==> config.mk <==
export PLATFORM = sky130hd
export DESIGN_NAME = mod_counter_n
export DESIGN_NICKNAME = d
export VERILOG_FILES = /design/src/rtl/ctr_pkg.sv /design/src/rtl/mod_counter_n_bin2gray.sv /design/src/rtl/mod_counter_n.sv
export SDC_FILE = /design/constraint.sdc
export NUM_CORES = 1
export LEC_CHECK = 0
export ABC_AREA = 1
export ABC_CLOCK_PERIOD_IN_PS = 1800
export CORE_AREA = 2 2 39 41
export DETAILED_ROUTE_END_ITERATION = 10
export DIE_AREA = 0 0 41 43
export PLACE_DENSITY = 0.74
export SETUP_SLACK_MARGIN = 0.1
export SYNTH_ARGS = -nofsm -noshare
export SYNTH_HDL_FRONTEND = slang
export SYNTH_HIERARCHICAL = 1
export SYNTH_SLANG_ARGS = --single-unit
==> constraint.sdc <==
create_clock -name CLK -period 1.8 [get_ports CLK]
set_input_delay 0.36 -clock CLK [delete_from_list [all_inputs] [get_ports CLK]]
set_output_delay 0.36 -clock CLK [all_outputs]
set_load 0.1 [all_outputs]
==> src/rtl/ctr_pkg.sv <==
// rtl/ctr_pkg.sv - shared mode and direction encodings for mod_counter_n
package ctr_pkg;

   // Counting mode, selected at runtime by the MODE input
   localparam logic [1:0] MODE_UP       = 2'b00;
   localparam logic [1:0] MODE_DOWN     = 2'b01;
   localparam logic [1:0] MODE_PINGPONG = 2'b10;
   localparam logic [1:0] MODE_HOLD     = 2'b11;

   // Direction flag as presented on DIR
   localparam logic DIR_UP   = 1'b1;
   localparam logic DIR_DOWN = 1'b0;

endpackage

==> src/rtl/mod_counter_n_bin2gray.sv <==
// rtl/mod_counter_n_bin2gray.sv - combinational binary to Gray converter
module bin2gray #(
   parameter int WIDTH = 3
) (
   input  logic [WIDTH-1:0] bin_i,
   output logic [WIDTH-1:0] gray_o
);

   // Adjacent bits XORed; the MSB passes through unchanged
   assign gray_o = bin_i ^ (bin_i >> 1);

endmodule

==> src/rtl/mod_counter_n.sv <==
// rtl/mod_counter_n.sv - modulo-N up/down/ping-pong counter with load and TC
module mod_counter_n #(
   parameter int WIDTH   = 3,
   parameter int MODULUS = 8
) (
   input  logic             CLK,
   input  logic             RST,
   input  logic             EN,
   input  logic [1:0]       MODE,
   input  logic             LOAD,
   input  logic [WIDTH-1:0] D,
   output logic [WIDTH-1:0] Q,
   output logic [WIDTH-1:0] Q_GRAY,
   output logic             DIR,
   output logic             TC
);

   import ctr_pkg::*;

   generate
      if ((WIDTH < 1) || (WIDTH > 16) || (MODULUS < 2) || (MODULUS > (1 << WIDTH))) begin : g_bad_param
         $error("mod_counter_n: MODULUS must lie in 2..2**WIDTH and WIDTH in 1..16");
      end
   endgenerate

   // Top count, the value after a reversal at the top, and the unit step
   localparam logic [WIDTH-1:0] Q_MAX    = WIDTH'(MODULUS - 1);
   localparam logic [WIDTH-1:0] Q_MAX_M1 = WIDTH'(MODULUS - 2);
   localparam logic [WIDTH-1:0] Q_ONE    = WIDTH'(1);

   logic [WIDTH-1:0] q_q, q_d;
   logic             dir_q, dir_d;
   logic             tc_q, tc_d;

   logic d_in_range;
   logic q_at_top;
   logic q_at_zero;

   // Load clamp compares in 32 bits so MODULUS == 2**WIDTH needs no special case
   assign d_in_range = (32'(D) < 32'(MODULUS));
   // Anything at or above the top count is terminal when counting up
   assign q_at_top   = (q_q >= Q_MAX);
   assign q_at_zero  = (q_q == '0);

   // Next-state selection: LOAD beats EN; TC only pulses on wrap or reversal
   always_comb begin
      q_d   = q_q;
      dir_d = dir_q;
      tc_d  = 1'b0;
      if (LOAD) begin
         q_d = d_in_range ? D : Q_MAX;
      end else if (EN) begin
         case (MODE)
            MODE_UP: begin
               dir_d = DIR_UP;
               if (q_at_top) begin
                  q_d  = '0;
                  tc_d = 1'b1;
               end else begin
                  q_d = q_q + Q_ONE;
               end
            end
            MODE_DOWN: begin
               dir_d = DIR_DOWN;
               if (q_at_zero) begin
                  q_d  = Q_MAX;
                  tc_d = 1'b1;
               end else begin
                  q_d = q_q - Q_ONE;
               end
            end
            MODE_PINGPONG: begin
               if (dir_q == DIR_UP) begin
                  if (q_at_top) begin
                     q_d   = Q_MAX_M1;
                     dir_d = DIR_DOWN;
                     tc_d  = 1'b1;
                  end else begin
                     q_d = q_q + Q_ONE;
                  end
               end else begin
                  if (q_at_zero) begin
                     q_d   = Q_ONE;
                     dir_d = DIR_UP;
                     tc_d  = 1'b1;
                  end else begin
                     q_d = q_q - Q_ONE;
                  end
               end
            end
            default: begin
               q_d   = q_q;
               dir_d = dir_q;
            end
         endcase
      end
   end

   // State registers with synchronous reset that overrides load and enable
   always_ff @(posedge CLK) begin
      if (RST) begin
         q_q   <= '0;
         dir_q <= DIR_UP;
         tc_q  <= 1'b0;
      end else begin
         q_q   <= q_d;
         dir_q <= dir_d;
         tc_q  <= tc_d;
      end
   end

   bin2gray #(
      .WIDTH (WIDTH)
   ) u_bin2gray (
      .bin_i  (q_q),
      .gray_o (Q_GRAY)
   );

   assign Q   = q_q;
   assign DIR = dir_q;
   assign TC  = tc_q;

endmodule

# After elaboration in Yosys (flattened, before gate mapping)
# Cells that the tools add are included.
[op_classes] bitwise_logic=3 n_mul=0 n_div=0 n_addsub=2 eq_ne=2 reduce_logical=8 n_lt_le_gt_ge=1 mux=15 shift=0
[ops] cell="3-bit two-way mux" count=7
[ops] cell="3-bit one-hot mux with 3 select lines" count=1
[ops] cell="1-bit one-hot mux with 3 select lines" count=2
[ops] cell="1-bit two-way mux" count=5
[ops] cell="4-bit nonzero test" count=1
[ops] cell="3-bit by 1-bit adder with 3-bit output, second input constant" count=1
[ops] cell="3-bit >= comparator, second input constant" count=1
[ops] cell="3-bit logical NOT" count=1
[ops] cell="3-bit AND reduction" count=1
[ops] cell="3-bit nonzero test" count=1
[ops] cell="3-bit OR reduction" count=1
[ops] cell="3-bit by 1-bit subtractor with 3-bit output, second input constant" count=1
[ops] cell="3-bit by 2-bit XOR with 3-bit output" count=1
[ops] cell="2-bit by 1-bit == test with 1-bit output, second input constant" count=1
[ops] cell="2-bit == test, second input constant" count=1
[ops] cell="2-bit logical NOT" count=1
[ops] cell="1-bit NOT" count=2
[ops] cell="2-bit AND reduction" count=1
[ops] cell="2-bit nonzero test" count=1
[word_totals] inputBits=9 n_memories=0 mem_bits_rw=0 latch_bits=0 mem_bits_ro=0 out_inout_bits=8 ff_bits=5

# Logic depth before layout (Yosys ltp)
[depth] ltp_word=6 ltp_mapped=11 depth_no_buf=11

# Hierarchy
# Netlist, hierarchy kept.
[modules_own_cells] mod="mod_counter_n" instances=1 seq_area_each_um2=100.1 area_each_um2=533.0 cells_each=85
[modules_own_cells] mod="bin2gray" instances=1 seq_area_each_um2=0.0 area_each_um2=41.3 cells_each=10

# Worst setup path after synthesis
# Ideal clock, no wire load.
[synth_timing] path_kind="flip-flop to flip-flop" from="register q_q[0], in the netlist Q[0]" to="register tc_q, in the netlist TC" n_path_buf=0 stages_incl_launch_ff=9 period_less_slack_ns=2.232 path_slack_ns=-0.432 t_arrival_ns=2.110 t_required_ns=1.678 path_cell_list="dfxtp_1 -> inv_1 -> ha_1 -> inv_1 -> nor2_1 -> o21ai_0 -> nor2_1 -> a221oi_1 -> nor2_1"
[synth_between] elab_chain_cells=4 elab_cells_between_ends=6 classes_between="order compare: 1; mux: 4; reduce/logical: 1"
[synth_lines] element="start, declared" line="mod_counter_n.sv:31" text="logic [WIDTH-1:0] q_q, q_d;"
[synth_lines] element="start signal, assigned" line="mod_counter_n.sv:106" text="q_q <= q_d;"
[synth_lines] element="3-bit >= comparator / 3-bit logical NOT (equally long branches)" line="mod_counter_n.sv:42, mod_counter_n.sv:43"
[synth_lines] element="1-bit two-way mux (on tied branches)"
[synth_lines] element="1-bit two-way mux" line="mod_counter_n.sv:73" text="if (dir_q == DIR_UP) begin"
[synth_lines] element="1-bit one-hot mux with 3 select lines *" line="mod_counter_n.sv:53" text="case (MODE)"
[synth_lines] element="end signal, assigned" line="mod_counter_n.sv:108" text="tc_q <= tc_d;"
[synth_lines] element="end, declared" line="mod_counter_n.sv:33" text="logic tc_q, tc_d;"
# Every way passes the cells marked *; elsewhere a longest branch is shown, timed or not.
# A chain may end at the register's enable or synchronous reset.

# Final worst setup path
# Same ends and word-level chain as after synthesis.

==> metrics.yaml <==
p_sw_frac: 0.459
hpwlAfterDp_mm: 1.21
synth-seq-cells: 5
numPortBuffers: 16
rows: 14
floorplan.initialDensity: 0.415
worst_pin_slew_ns: 0.335
syn_nets: 112
seq_area_um2: 108
worstPathRequired_ns: 1.93
vias: 664
post_drt_wl_per_cell_um: 11.1
die_h_um: 43
grt_pass1_vias: 621
fmax_ghz: 0.629
coreArea_um2: 1380
switchingPower_w: 0.000288
cts_tree: "built"
ios: 17
grt_use_total: 0.210
fillers: 120
grt_max_degree: 11
rr_startpoint: "Q[0]"
grt-ovfl-total: 0
ir_worst_vdd_mv: 0.487
startpoint: "Q[0]"
antenna_found_initial: 0
relSlewSlack: 0.775
drt_first_pass_iters: 4
multi_input_area_um2: 412
yosysSeqAreaShare: 0.174
utilization: 0.675
syn_area_um2: 574
syn-mean-instance-area_um2: 6.05
place.gp.congestion: 0.808
grt_pass1_wl_mm: 2.47
rsz0062_at_grt: "no"
power_density_nw_per_um2: 672
ys.warnings.count: 6
finalNonFillerCells: 135
status: "finished, final reports clean"
clk_latency_ns: 0.25
fin_crit_ns: 1.59
clkPwrFrac: 0.211
hp-class: "reg2reg"
nets: 137
hold_viol_final: 0
startpoint_type: "flop"
fin_total_pwr_w: 0.000628
cp_cell_sequence: "ha_1 > ha_1 > inv_1 > nand2_1 > nor2_2 > nor2_1 > a221oi_2 > nor2_1"
syn_to_final_growth_pct: 62.7
h-tree-depth: 1
p_int_w: 0.000340
clock_path_buffers: 2
combPwrFrac: 0.562
leakagePower_nw: 0.472
cts_buffers: 3
min_from: "Q[1]"
die_w_um: 41
synth.distinct_cells: 22
vias_per_cell: 4.92
cap_viol_max_count: 0
cp_max_fo: 8
finClkSkew_ns: 0.00169
end_kind: "flop"
dp_slack_ns: -0.159
ant_nets: 0
drc: 0
worstSetupPathType: "reg2reg"
cp_slowest_cell: "dfxtp_4"
drt_iter0_drc: 18
cts-root-buf: "clkbuf_4"
min_period_over_period: 0.883
antenna_cells: 0
drive_gt1_frac: 0.277
wl_mm: 1.50
setup_violations: 0
max_stage_delay_ns: 0.37
arrival_ns: 1.72
die-area_um2: 1760
seqPwrFrac: 0.227
final.setup.worst_slack_ns: 0.211
syn_inst: 95
clkSinkCount: 5
clk_pin_slew_ns: 0.04
placed_cells: 131
drv_slew: 0
-- layout make-up --
class / count / share of cell area
multi-input cells: 66 / 0.440
flip-flops and latches: 5 / 0.115
inverters: 23 / 0.0924
well taps: 16 / 0.0214
clock buffers: 4 / 0.0281
repair buffers: 21 / 0.303
-- cell families after synthesis --
logic type / after synthesis / synth area share
simple gates: 39 / 0.281
buf+inv: 24 / 0.163
compound gates: 18 / 0.192
fa+ha+maj: 8 / 0.174
flops: 5 / 0.174
xor+xnor: 1 / 0.0153
-- synthesized netlist by cell type --
cell type | number | area share
o221ai_1 | 1 | 0.015
nand2_2 | 1 | 0.011
inv_2 | 1 | 0.0065
a221oi_1 | 1 | 0.015
buf_4 | 1 | 0.013
nand3_1 | 1 | 0.0087
ha_1 | 8 | 0.17
a21oi_2 | 1 | 0.015
nand3_2 | 1 | 0.017
a22oi_1 | 1 | 0.013
nand2_1 | 21 | 0.14
nor3_1 | 2 | 0.017
o21ai_1 | 1 | 0.0087
xor2_1 | 1 | 0.015
inv_1 | 22 | 0.14
a21oi_1 | 6 | 0.052
nor2_1 | 12 | 0.078
dfxtp_1 | 5 | 0.17
o21ai_0 | 5 | 0.044
o2111ai_1 | 1 | 0.015
o211ai_1 | 1 | 0.013
nand4_1 | 1 | 0.011
-- worst max-delay path, delay by kind of cell (launching register included) --
family,cells,cell delay [ns]
compound gates,1,0.19
fa+ha+maj,2,0.44
buf+inv,1,0.07
flops,1,0.37
simple gates,4,0.40
-- metrics by stage --
stage | hold slack, ns | area [µm²] | setup TNS (ns)
finish | 0.554 | 935 | 0
global route | 0.585 | 935 | 0
CTS | 0.557 | 906 | 0
detailed placement | 0.549 | 877 | -0.589
global placement | 0.551 | 877 | -0.226
floorplan | 0.415 | 587 | 0
-- power by group through the flow --
stage / Clock (W) / Sequential (W) / Combinational, W
6_report: 0.000132 / 0.000142 / 0.000353
5_1_grt: 0.000143 / 0.000144 / 0.000376
4_1_cts: 0.000136 / 0.000142 / 0.000345
3_5_place_dp: 0 / 0.000144 / 0.000343
3_3_place_gp: 0 / 0.000143 / 0.000338
2_1_floorplan: 0 / 0.000191 / 0.000168
-- cells in the final DEF (no fill, tap or decap) --
cell and instances:
inv_1 20, nand2_1 19, nor2_1 9, buf_12 8
ha_1 7, a21oi_1 6, clkdlybuf4s50_1 6, o21ai_0 5
buf_4 5, dfxtp_2 3, inv_2 3, nor2_2 3
nand2_2 3, clkbuf_4 3, nor3_1 2, dlymetal6s2s_1 2
dfxtp_4 1, dfxtp_1 1, o2111ai_1 1, a22oi_1 1
xor2_1 1, nand3_2 1, o21ai_1 1, nand3_1 1
o221ai_1 1, o211ai_1 1, a221oi_2 1, nand4_1 1
a21oi_2 1, ha_4 1, clkbuf_1 1
-- sequential cells by signal, indices dropped and copies added, names as in the netlist --
name  flops
DIR       1
TC        1
Q         3
-- routing by layer --
metal / vias to the layer above / GRT usage / share of wire
li1: 345 / - / -
met1: 299 / 0.258 / 0.44
met2: 16 / 0.319 / 0.51
met3: 4 / 0.0314 / 0.034
met4: 0 / 0.140 / 0.023
met5: - / 0 / 0
-- timing repair --
item,CTS,global route
buffers inserted,0,0
resized for setup,1,8
setup endpoints to repair,1,5
pin swaps,0,1
hold buffers,0,0
-- worst paths after layout --
check / endpoint / slack (ns) / cells past startpoint
worst max-delay path: TC / 0.21 / 8
worst min-delay path: Q[1] / 0.55 / 2
worst max register to register: TC / 0.21 / 8
worst min register to register: Q[1] / 0.55 / 2
Power figures use the tool's default switching activity.
